**src/rtl/quad_readout_sched_if.sv**
```systemverilog
// rtl/quad_readout_sched_if.sv - host-side control/readout bundle for quad_readout_sched
//
// Purpose: groups the host frame/readout/arming handshake of the quadrature
//          snapshot sequencer into one bundle.
// Signals:
//   frame_start  host -> dut  1-clk pulse: snapshot all channels, restart readout
//   rd_strobe    host -> dut  1-clk pulse: advance to next byte
//   arm_wr       host -> dut  1-clk pulse: apply arm_mask
//   arm_mask     host -> dut  NCHAN, 1 = arm that channel
//   rd_data      dut -> host  8, current readout byte
//   index_armed  dut -> host  NCHAN, channel waiting for index pulse
//   frame_busy   dut -> host  1 while bytes remain in the frame
//   overrun      dut -> host  sticky strobe-after-end flag
interface quad_readout_sched_if #(
   parameter int NCHAN = 4
);
   logic             frame_start;
   logic             rd_strobe;
   logic             arm_wr;
   logic [NCHAN-1:0] arm_mask;
   logic [7:0]       rd_data;
   logic [NCHAN-1:0] index_armed;
   logic             frame_busy;
   logic             overrun;

   modport master (
      output frame_start, rd_strobe, arm_wr, arm_mask,
      input  rd_data, index_armed, frame_busy, overrun
   );

   modport slave (
      input  frame_start, rd_strobe, arm_wr, arm_mask,
      output rd_data, index_armed, frame_busy, overrun
   );
endinterface

```
**src/rtl/quad_readout_sched.sv**
```systemverilog
// rtl/quad_readout_sched.sv - coherent snapshot and byte-serial readout of quadrature channels
//
// Purpose: on frame_start latches every channel's live count, index-latched count
//          and {seen, armed} flags in one clock, then serializes 4 bytes per channel,
//          one byte per rd_strobe. Also owns per-channel index arming with a sticky
//          "seen" flag that is reported in the following frame.
// Ports:
//   clk          system clock
//   rst          synchronous active-high reset
//   c_in         NCHAN*W live counts, channel k at [k*W +: W]
//   i_in         NCHAN*W index-latched counts, same packing
//   index_pulse  NCHAN qualified index pulses
//   bus          slave side of quad_readout_sched_if (frame/readout/arming)
// Byte layout per channel k: b0 = c[7:0], b1 = {seen, armed, c[W-1:8] zero-padded},
//                            b2 = i[7:0], b3 = {2'b00, i[W-1:8] zero-padded}.
module quad_readout_sched #(
   parameter int NCHAN = 4,
   parameter int W     = 14
) (
   input  logic                 clk,
   input  logic                 rst,
   input  logic [NCHAN*W-1:0]   c_in,
   input  logic [NCHAN*W-1:0]   i_in,
   input  logic [NCHAN-1:0]     index_pulse,
   quad_readout_sched_if.slave  bus
);
   localparam int NBYTES = 4 * NCHAN;
   localparam int PW     = $clog2(NBYTES);
   localparam int CW     = PW - 2;

   typedef enum logic [1:0] {
      ST_IDLE  = 2'd0,
      ST_SHIFT = 2'd1,
      ST_DONE  = 2'd2
   } state_t;

   state_t               state_q, state_d;
   logic [PW-1:0]        ptr_q, ptr_d;
   logic                 overrun_q, overrun_d;
   logic [NCHAN-1:0]     armed_q, armed_d;
   logic [NCHAN-1:0]     seen_q, seen_d;
   logic [NCHAN*W-1:0]   snap_c_q, snap_c_d;
   logic [NCHAN*W-1:0]   snap_i_q, snap_i_d;
   logic [2*NCHAN-1:0]   snap_f_q, snap_f_d;
   logic [7:0]           rd_data_q, rd_data_d;
   logic [13:0]          cx, ix;

   always_comb begin
      state_d   = state_q;
      ptr_d     = ptr_q;
      overrun_d = overrun_q;
      armed_d   = armed_q;
      seen_d    = seen_q;
      snap_c_d  = snap_c_q;
      snap_i_d  = snap_i_q;
      snap_f_d  = snap_f_q;
      rd_data_d = 8'h00;
      cx        = '0;
      ix        = '0;

      // frame_start outranks a coincident strobe: the strobe is simply dropped.
      if (bus.frame_start) begin
         state_d   = ST_SHIFT;
         ptr_d     = '0;
         overrun_d = 1'b0;
         snap_c_d  = c_in;
         snap_i_d  = i_in;
         for (int k = 0; k < NCHAN; k++) begin
            snap_f_d[2*k +: 2] = {seen_q[k], armed_q[k]};
         end
         seen_d = '0;
      end else if (bus.rd_strobe) begin
         case (state_q)
            ST_SHIFT: begin
               if (ptr_q == PW'(NBYTES - 1)) begin
                  state_d = ST_DONE;
               end else begin
                  ptr_d = ptr_q + PW'(1);
               end
            end
            ST_DONE:  overrun_d = 1'b1;
            default:  ;
         endcase
      end

      // Arming is evaluated after the snapshot clear so that an index event in the
      // snapshot cycle sets seen for the next frame instead of being lost. An arm
      // write beats a same-cycle index pulse and leaves seen untouched.
      for (int k = 0; k < NCHAN; k++) begin
         if (bus.arm_wr && bus.arm_mask[k]) begin
            armed_d[k] = 1'b1;
         end else if (index_pulse[k] && armed_q[k]) begin
            armed_d[k] = 1'b0;
            seen_d[k]  = 1'b1;
         end
      end

      // rd_data is registered from next-state values so byte 0 appears the
      // cycle right after frame_start and each following byte right after its strobe.
      if (state_d == ST_SHIFT) begin
         for (int k = 0; k < NCHAN; k++) begin
            if (ptr_d[PW-1:2] == CW'(k)) begin
               cx = 14'(snap_c_d[k*W +: W]);
               ix = 14'(snap_i_d[k*W +: W]);
               case (ptr_d[1:0])
                  2'd0: rd_data_d = cx[7:0];
                  2'd1: rd_data_d = {snap_f_d[2*k+1], snap_f_d[2*k], cx[13:8]};
                  2'd2: rd_data_d = ix[7:0];
                  2'd3: rd_data_d = {2'b00, ix[13:8]};
               endcase
            end
         end
      end
   end

   always_ff @(posedge clk) begin
      if (rst) begin
         state_q   <= ST_IDLE;
         ptr_q     <= '0;
         overrun_q <= 1'b0;
         armed_q   <= '0;
         seen_q    <= '0;
         snap_c_q  <= '0;
         snap_i_q  <= '0;
         snap_f_q  <= '0;
         rd_data_q <= 8'h00;
      end else begin
         state_q   <= state_d;
         ptr_q     <= ptr_d;
         overrun_q <= overrun_d;
         armed_q   <= armed_d;
         seen_q    <= seen_d;
         snap_c_q  <= snap_c_d;
         snap_i_q  <= snap_i_d;
         snap_f_q  <= snap_f_d;
         rd_data_q <= rd_data_d;
      end
   end

   assign bus.rd_data     = rd_data_q;
   assign bus.index_armed = armed_q;
   assign bus.frame_busy  = (state_q == ST_SHIFT);
   assign bus.overrun     = overrun_q;
endmodule

```
**src/flat_wrapper.sv**
```systemverilog
// flat-port wrapper written by rule: the top's interface ports become plain ports
module quad_readout_sched_flat 
#(
   parameter int NCHAN = 4,
   parameter int W     = 14
)
  (clk, rst, c_in, i_in, index_pulse, bus_frame_start, bus_rd_strobe, bus_arm_wr, bus_arm_mask, bus_rd_data, bus_index_armed, bus_frame_busy, bus_overrun);
  quad_readout_sched_if #(.NCHAN(NCHAN)) bus_i ();
  input  logic clk;
  input  logic rst;
  input  logic [NCHAN*W-1:0] c_in;
  input  logic [NCHAN*W-1:0] i_in;
  input  logic [NCHAN-1:0] index_pulse;
  input wire logic [$bits(bus_i.frame_start)-1:0] bus_frame_start;
  input wire logic [$bits(bus_i.rd_strobe)-1:0] bus_rd_strobe;
  input wire logic [$bits(bus_i.arm_wr)-1:0] bus_arm_wr;
  input wire logic [$bits(bus_i.arm_mask)-1:0] bus_arm_mask;
  output wire logic [$bits(bus_i.rd_data)-1:0] bus_rd_data;
  output wire logic [$bits(bus_i.index_armed)-1:0] bus_index_armed;
  output wire logic [$bits(bus_i.frame_busy)-1:0] bus_frame_busy;
  output wire logic [$bits(bus_i.overrun)-1:0] bus_overrun;
  assign bus_i.frame_start = bus_frame_start;
  assign bus_i.rd_strobe = bus_rd_strobe;
  assign bus_i.arm_wr = bus_arm_wr;
  assign bus_i.arm_mask = bus_arm_mask;
  assign bus_rd_data = bus_i.rd_data;
  assign bus_index_armed = bus_i.index_armed;
  assign bus_frame_busy = bus_i.frame_busy;
  assign bus_overrun = bus_i.overrun;
  quad_readout_sched #(.NCHAN(NCHAN), .W(W)) u_core (.clk(clk), .rst(rst), .c_in(c_in), .i_in(i_in), .index_pulse(index_pulse), .bus(bus_i));
endmodule
```
**config.mk**
```make
export PLATFORM = sky130hd
export DESIGN_NAME = quad_readout_sched_flat
export DESIGN_NICKNAME = d
export VERILOG_FILES = /design/src/rtl/quad_readout_sched_if.sv /design/src/rtl/quad_readout_sched.sv /design/src/flat_wrapper.sv
export SDC_FILE = /design/constraint.sdc
export NUM_CORES = 1
export LEC_CHECK = 0
export BUFFER_PORTS_ARGS = -buffer_cell sky130_fd_sc_hd__buf_2
export CORE_ASPECT_RATIO = 0.7
export CORE_MARGIN = 4
export CORE_UTILIZATION = 50
export CTS_CLUSTER_SIZE = 40
export DETAILED_ROUTE_END_ITERATION = 8
export PLACE_DENSITY = 0.71
export SLEW_MARGIN = 10
export SYNTH_ARGS = -nofsm -noshare
export SYNTH_HDL_FRONTEND = slang
export SYNTH_SLANG_ARGS = --single-unit
```
**constraint.sdc**
```tcl
create_clock -name clk -period 3 [get_ports clk]
set_clock_uncertainty 0.05 [all_clocks]
set_input_delay 0 -clock clk [delete_from_list [all_inputs] [get_ports clk]]
set_output_delay 0 -clock clk [all_outputs]
set_load 0.005 [all_outputs]
```
---- Word level (Yosys, flattened, before mapping) ----
Cells that the tools add are included.
storage, ports and cells
  register bits after elaboration ......... 143
operators by class
  $add $sub $neg .......................... 1
  equal/unequal tests ..................... 10
  multiplexer cells ....................... 36
  bitwise logic cells ..................... 1
  reductions and logical operators ........ 17
operators with widths
  cell                                           number
  one-hot mux 8 bit (4 select lines)             4
  2-to-1 mux 56 bit                              2
  2-to-1 mux 8 bit                               5
  2-to-1 mux 4 bit                               5
  2-to-1 mux 1 bit                               16
  == test 2 bit, second input constant           5
  == test 2 x 1 -> 1 bit, second input constant  4
  logical AND 1 bit                              8
  2-to-1 mux 2 bit                               4
  nonzero test 2 bit                             4
  adder 4 x 1 -> 4 bit, second input constant    1
  == test 4 bit, second input constant           1
  zero test 2 bit                                2
  OR reduction 2 bit                             2
  AND reduction 2 bit                            1
  NOT 1 bit                                      1

---- Depth between registers and ports, before layout ----
  depth after elaboration ................. 11
  gate-level depth with buffers ........... 10

---- Least setup slack after synthesis ----
No wires, ideal clock.
  kind .................................... register to register
  from .................................... register u_core.ptr_q[0]
  to ...................................... register u_core.rd_data_q[6] (netlist: u_core.bus.rd_data[6])
  arrival ................................. 2,224 ps
  data required time ...................... 2,827 ps
  slack ................................... 603 ps
  cell stages (with the launch flop) ...... 10
  path buffers ............................ 2
  clock period less this slack ............ 2,397 ps
  cell sequence ........................... dfxtp_1 ha_1 and3_1 buf_6 or3_4 buf_6 and3_1 o31a_1 a211oi_2 a211oi_2
on the way
  longest elaborated chain between the ends .. 11
  elaborated cells on any way between the ends .. 29
  those cells by class .................... 1 x add/sub; 8 x eq/ne; 16 x mux; 1 x bitwise; 3 x reduce/logical
ends and longest elaborated chain
  element                                                       line                                                source
  start, declared                                               quad_readout_sched.sv:38                            logic [PW-1:0] ptr_q, ptr_d;
  start signal, assigned                                        quad_readout_sched.sv:129                           ptr_q <= ptr_d;
  adder 4 x 1 -> 4 bit / == test 4 bit (equally long branches)  quad_readout_sched.sv:78, quad_readout_sched.sv:75
  2-to-1 mux 4 bit                                              quad_readout_sched.sv:75                            if (ptr_q == PW'(NBYTES - 1)) begin
  2-to-1 mux 4 bit                                              quad_readout_sched.sv:73                            case (state_q)
  2-to-1 mux 4 bit                                              quad_readout_sched.sv:72                            end else if (bus.rd_strobe) begin
  2-to-1 mux 4 bit                                              quad_readout_sched.sv:62                            if (bus.frame_start) begin
  == test 2 bit, or another cell as far along                   quad_readout_sched.sv:105                           case (ptr_d[1:0])
  one-hot mux 8 bit (4 select lines)                            quad_readout_sched.sv:105
  2-to-1 mux 8 bit (4 in series)                                quad_readout_sched.sv:102                           if (ptr_d[PW-1:2] == CW'(k)) begin
  end signal, assigned                                          quad_readout_sched.sv:136                           rd_data_q <= rd_data_d;
  end, declared                                                 quad_readout_sched.sv:45                            logic [7:0] rd_data_q, rd_data_d;
Several ways; a longest one is shown, not always the timed one.
A chain may end at the register's enable or synchronous reset.

---- Worst setup path in the final report ----
  from .................................... register u_core.ptr_q[0]
  to ...................................... register u_core.rd_data_q[3] (netlist: u_core.bus.rd_data[3])
Same word-level chain as after synthesis.

==> metrics.md <==
| Metric | Value |
|---|---|
| Outcome | finished clean |
| Reg2Reg Depth | 7 |
| Number of enable flip-flop cells after synthesis | 0 |
| Worst path cell trace | ha_1 -> and3_1 -> o21ai_1 -> and2_1 -> a221o_1 -> a221oi_1 -> a211oi_1 |
| Iteration-0 DRC count of the detailed router | 859 |
| Average wire length per cell after detail routing | 20.6 um |
| Core Region | 0.0139 mm^2 |
| Final standard cell count with taps included and fillers excluded | 1,275 |
| Average cell area after synthesis | 8.97 um^2 |
| Required time of the critical path | 3.24 ns |
| Number of buffers created by CTS | 17 |
| Cell with the largest stage delay on the worst path | and3_1 |
| Global route overflow | 0 |
| Initial Utilization | 0.510 |
| DRT met1 WL | 10,900 um |
| Overall die height | 108 um |
| Top achievable clock speed | 358 MHz |
| RePlAce Congestion | 0.979 |
| Full die area | 0.0162 mm^2 |
| Number of placed I/O pins | 139 |
| Number of endpoints failing setup at the final stage | 0 |
| Synth Register Bits | 143 |
| Number of pins with negative max-slew slack in the final report | 0 |
| Hold Path End | u_core.snap_f_q[2]$_SDFF_PP0_ |
| Gate count after technology mapping | 791 |
| Fillcell total | 1,029 |
| Area of the multi-input gates | 0.00388 mm^2 |
| Slowest Stage Delay on Critical Path | 0.55 ns |
| Arrival time reported for the critical path endpoint | 3.03 ns |
| Startpoint type of the worst setup path | flop |
| Via count of the first global-routing pass | 7,351 |
| Largest fanout of any net on the critical path | 10 |
| Most common cell after layout, fill and taps aside | dlygate4sd3_1 |
| Total negative slack for setup checks | 0 ns |
| Vias | 7,419 |
| Post-synthesis instance area | 0.00709 mm^2 |
| Area after detailed placement | 0.00791 mm^2 |
| Critical path endpoint category | flop |
| DRC errors left | 0 |
| Clk slew on worst S/H paths | 0.06 ns |
| Ratio of total power to cell area | 499 mW/mm^2 |
| Category of the critical setup timing path | flop to flop |
| Root Buffer Master | clkbuf_16 |
| Shortest period the worst path allows | 2.79 ns |
| Worst-case register-to-register setup slack | 0.21 ns |
| Unique masters post-synth | 81 |
| Number of cells traversed by the worst hold path | 3 |
| GRT Overall Usage | 0.327 |
| H-Tree Depth | 4 |
| Sequential cell area in the final layout | 0.00286 mm^2 |
| Final Hold Viols | 0 |
| Clock sink total | 143 |
| Wire length of the first global-routing pass | 40,600 um |
| Worst reg2reg startpoint | u_core.ptr_q[0]$_SDFF_PP0_ |
| Post-Synthesis Net Count | 917 |
| Nets | 1,199 |
| Largest net degree at the start of global routing | 111 |
| Worst-Margin Slew | 0.917 ns |
| Share of flip-flops with an asynchronous set or reset after synthesis | 0 |
| Finished Core Util | 0.733 |
| Metal2 WL | 11,700 um |
| Clock tree from TritonCTS | yes |
| Count of inserted antenna diode cells | 0 |
| Number of antenna violations at the first check in global routing | 0 |
| First-pass detailed-route iteration total | 5 |
| Total of max-cap violations | 0 |
| Insertion delay of the later-clocked pin in the worst-skew pair | 0.42 ns |
| Reg-to-reg critical path endpoint | u_core.bus.rd_data[3]$_SDFF_PP0_ |
| Syn. warnings | 0 |
| Number of buffers on the longest clock path | 2 |
| Port bufs | 138 |
| Met3 layer wire length in the routed design | 3020 um |
| Worst hold-check path type | input port to flop |
| HPWL Detailed | 16,300 um |
| Max-Slew Margin vs Limit | 0.384 |
| Commonest cells after routing, fill and taps aside | 166 x dlygate4sd3_1, 146 x nor2_1, 142 x dfxtp_1, 136 x buf_2, 118 x mux2i_1 |
| Antenna violation net count after detailed routing | 0 |
| Detailed Route WL | 26,200 um |
| Fraction of the cycle the final worst path needs | 0.930 |
| Top_reg_cell synth | dfxtp_1 |
| Share of synthesized area occupied by flip-flops and latches | 0.404 |
| Finished layout cell area | 0.0102 mm^2 |
| Cell count after placement | 1,078 |
| Startpoint of the tightest hold check path | bus_frame_start |
| Number of core rows | 36 |
| Leak pwr | 0.00446 uW |
| Power, Total | 5090 uW |
| Floorplan die width | 150 um |
| Unrepaired setup endpoints after global routing | false |
| IR Drop Worst-Case VDD | 0.000395 V |
| Number of vias per cell after detailed routing | 5.82 |
| Layout cells sized above 1 | 0.199 |
| Syn-to-layout area delta | 43.8% |
| Highest Signal Layer | met4 |
Yosys cell counts (3+ instances only):
master / count / area (um^2)
o21ai_1: 4 / 20.0
a31oi_1: 7 / 43.8
o311ai_0: 6 / 52.6
o211ai_1: 11 / 82.6
o21ai_0: 31 / 155
clkbuf_1: 31 / 116
a221oi_1: 11 / 96.3
nor2b_1: 18 / 113
mux2i_1: 118 / 1180
and2_1: 4 / 25.0
mux2_2: 4 / 45.0
nand4_1: 3 / 18.8
o2111ai_1: 13 / 114
a221o_1: 5 / 50.1
or3_1: 5 / 31.3
a311oi_1: 3 / 26.3
a21oi_1: 38 / 190
buf_6: 4 / 45.0
nor3_1: 7 / 35.0
nand2_1: 28 / 105
dfxtp_1: 143 / 2860
a32oi_1: 8 / 70.1
nand2b_1: 10 / 62.6
a21boi_0: 3 / 22.5
buf_1: 4 / 15.0
o221ai_1: 3 / 26.3
nor2_1: 146 / 548
o22ai_1: 7 / 43.8
buf_2: 24 / 120
o21a_1: 6 / 45.0
inv_1: 12 / 45.0
nand3_1: 5 / 25.0
o31a_1: 4 / 35.0
a211oi_1: 5 / 37.5
o2bb2ai_1: 3 / 26.3
report_power, final:
part           internal (uW)  leakage (uW)  switching, uW
registers               2010       0.00118           95.5
logic                    388       0.00298            338
clock network           1420      0.000304            848
total                   3810       0.00446           1280
flip-flops by register name, indices dropped and copies added, names as in the netlist:
signal	flops
u_core.bus.index_armed	4
u_core.bus.overrun	1
u_core.bus.rd_data	8
u_core.ptr_q	4
u_core.seen_q	4
u_core.snap_c_q	56
u_core.snap_f_q	8
u_core.snap_i_q	56
u_core.state_q	2
routing by layer:
metal	GRT usage	up-vias
met5	0	-
met4	0.0979	0
met3	0.0922	53
met2	0.498	433
met1	0.452	3491
li1	-	3442
area by class of cell:
| cell class | instances | share of cell area |
|---|---|---|
| clock buffer | 19 | 0.0434 |
| clock inverter | 12 | 0.0182 |
| inverter | 13 | 0.00478 |
| multi-input combinational | 571 | 0.380 |
| sequential | 143 | 0.281 |
| tap | 190 | 0.0233 |
| timing repair buffer | 327 | 0.250 |
per-stage QoR:
step	worst slack (ns)	hold WS [ns]
final	0.210	0.0823
after global routing	0.0625	0.101
after CTS	0.278	0.0775
after detailed placement	0.290	0.192
after global placement	0.308	0.184
after floorplan	0.603	0.0947
how the worst max path moves through the flow:
stage | startpoint | end | depth (start not counted)
global placement | u_core.ptr_q[0]$_SDFF_PP0_ | u_core.bus.rd_data[4]$_SDFF_PP0_ | 8
global route | u_core.ptr_q[1]$_SDFF_PP0_ | u_core.bus.rd_data[3]$_SDFF_PP0_ | 7
detailed placement | u_core.ptr_q[1]$_SDFF_PP0_ | u_core.bus.rd_data[3]$_SDFF_PP0_ | 7
floorplan | u_core.ptr_q[0]$_SDFF_PP0_ | u_core.bus.rd_data[6]$_SDFF_PP0_ | 9
finish | u_core.ptr_q[0]$_SDFF_PP0_ | u_core.bus.rd_data[3]$_SDFF_PP0_ | 7
CTS | u_core.ptr_q[1]$_SDFF_PP0_ | u_core.bus.rd_data[3]$_SDFF_PP0_ | 7
worst max-delay path, delay by kind of cell (launching register included):
| kind | cells | cell delay [ns] |
|---|---|---|
| AOI/OAI and AO/OA | 4 | 1.13 |
| adders and majority gates | 1 | 0.30 |
| DFF | 1 | 0.33 |
| and+or+nand+nor | 2 | 0.86 |
kinds of logic (layout without fill, tap and decap cells):
| family | Yosys count | count (layout) | share of synthesized area |
|---|---|---|---|
| adder cells (fa/ha/maj) | 1 | 1 | 0.00176 |
| multiplexers | 122 | 122 | 0.173 |
| buffers and inverters | 77 | 371 | 0.0498 |
| flip-flops | 143 | 143 | 0.404 |
| AND/OR/NAND/NOR | 250 | 250 | 0.170 |
| AO/OA/AOI/OAI | 198 | 198 | 0.201 |
timing repair:
item	CTS	global route
hold buffers	166	0
setup buffers	0	0
endpoints found under the hold margin	129	0
resized for setup	0	0
Note: power is estimated with default switching activity, not from simulation.
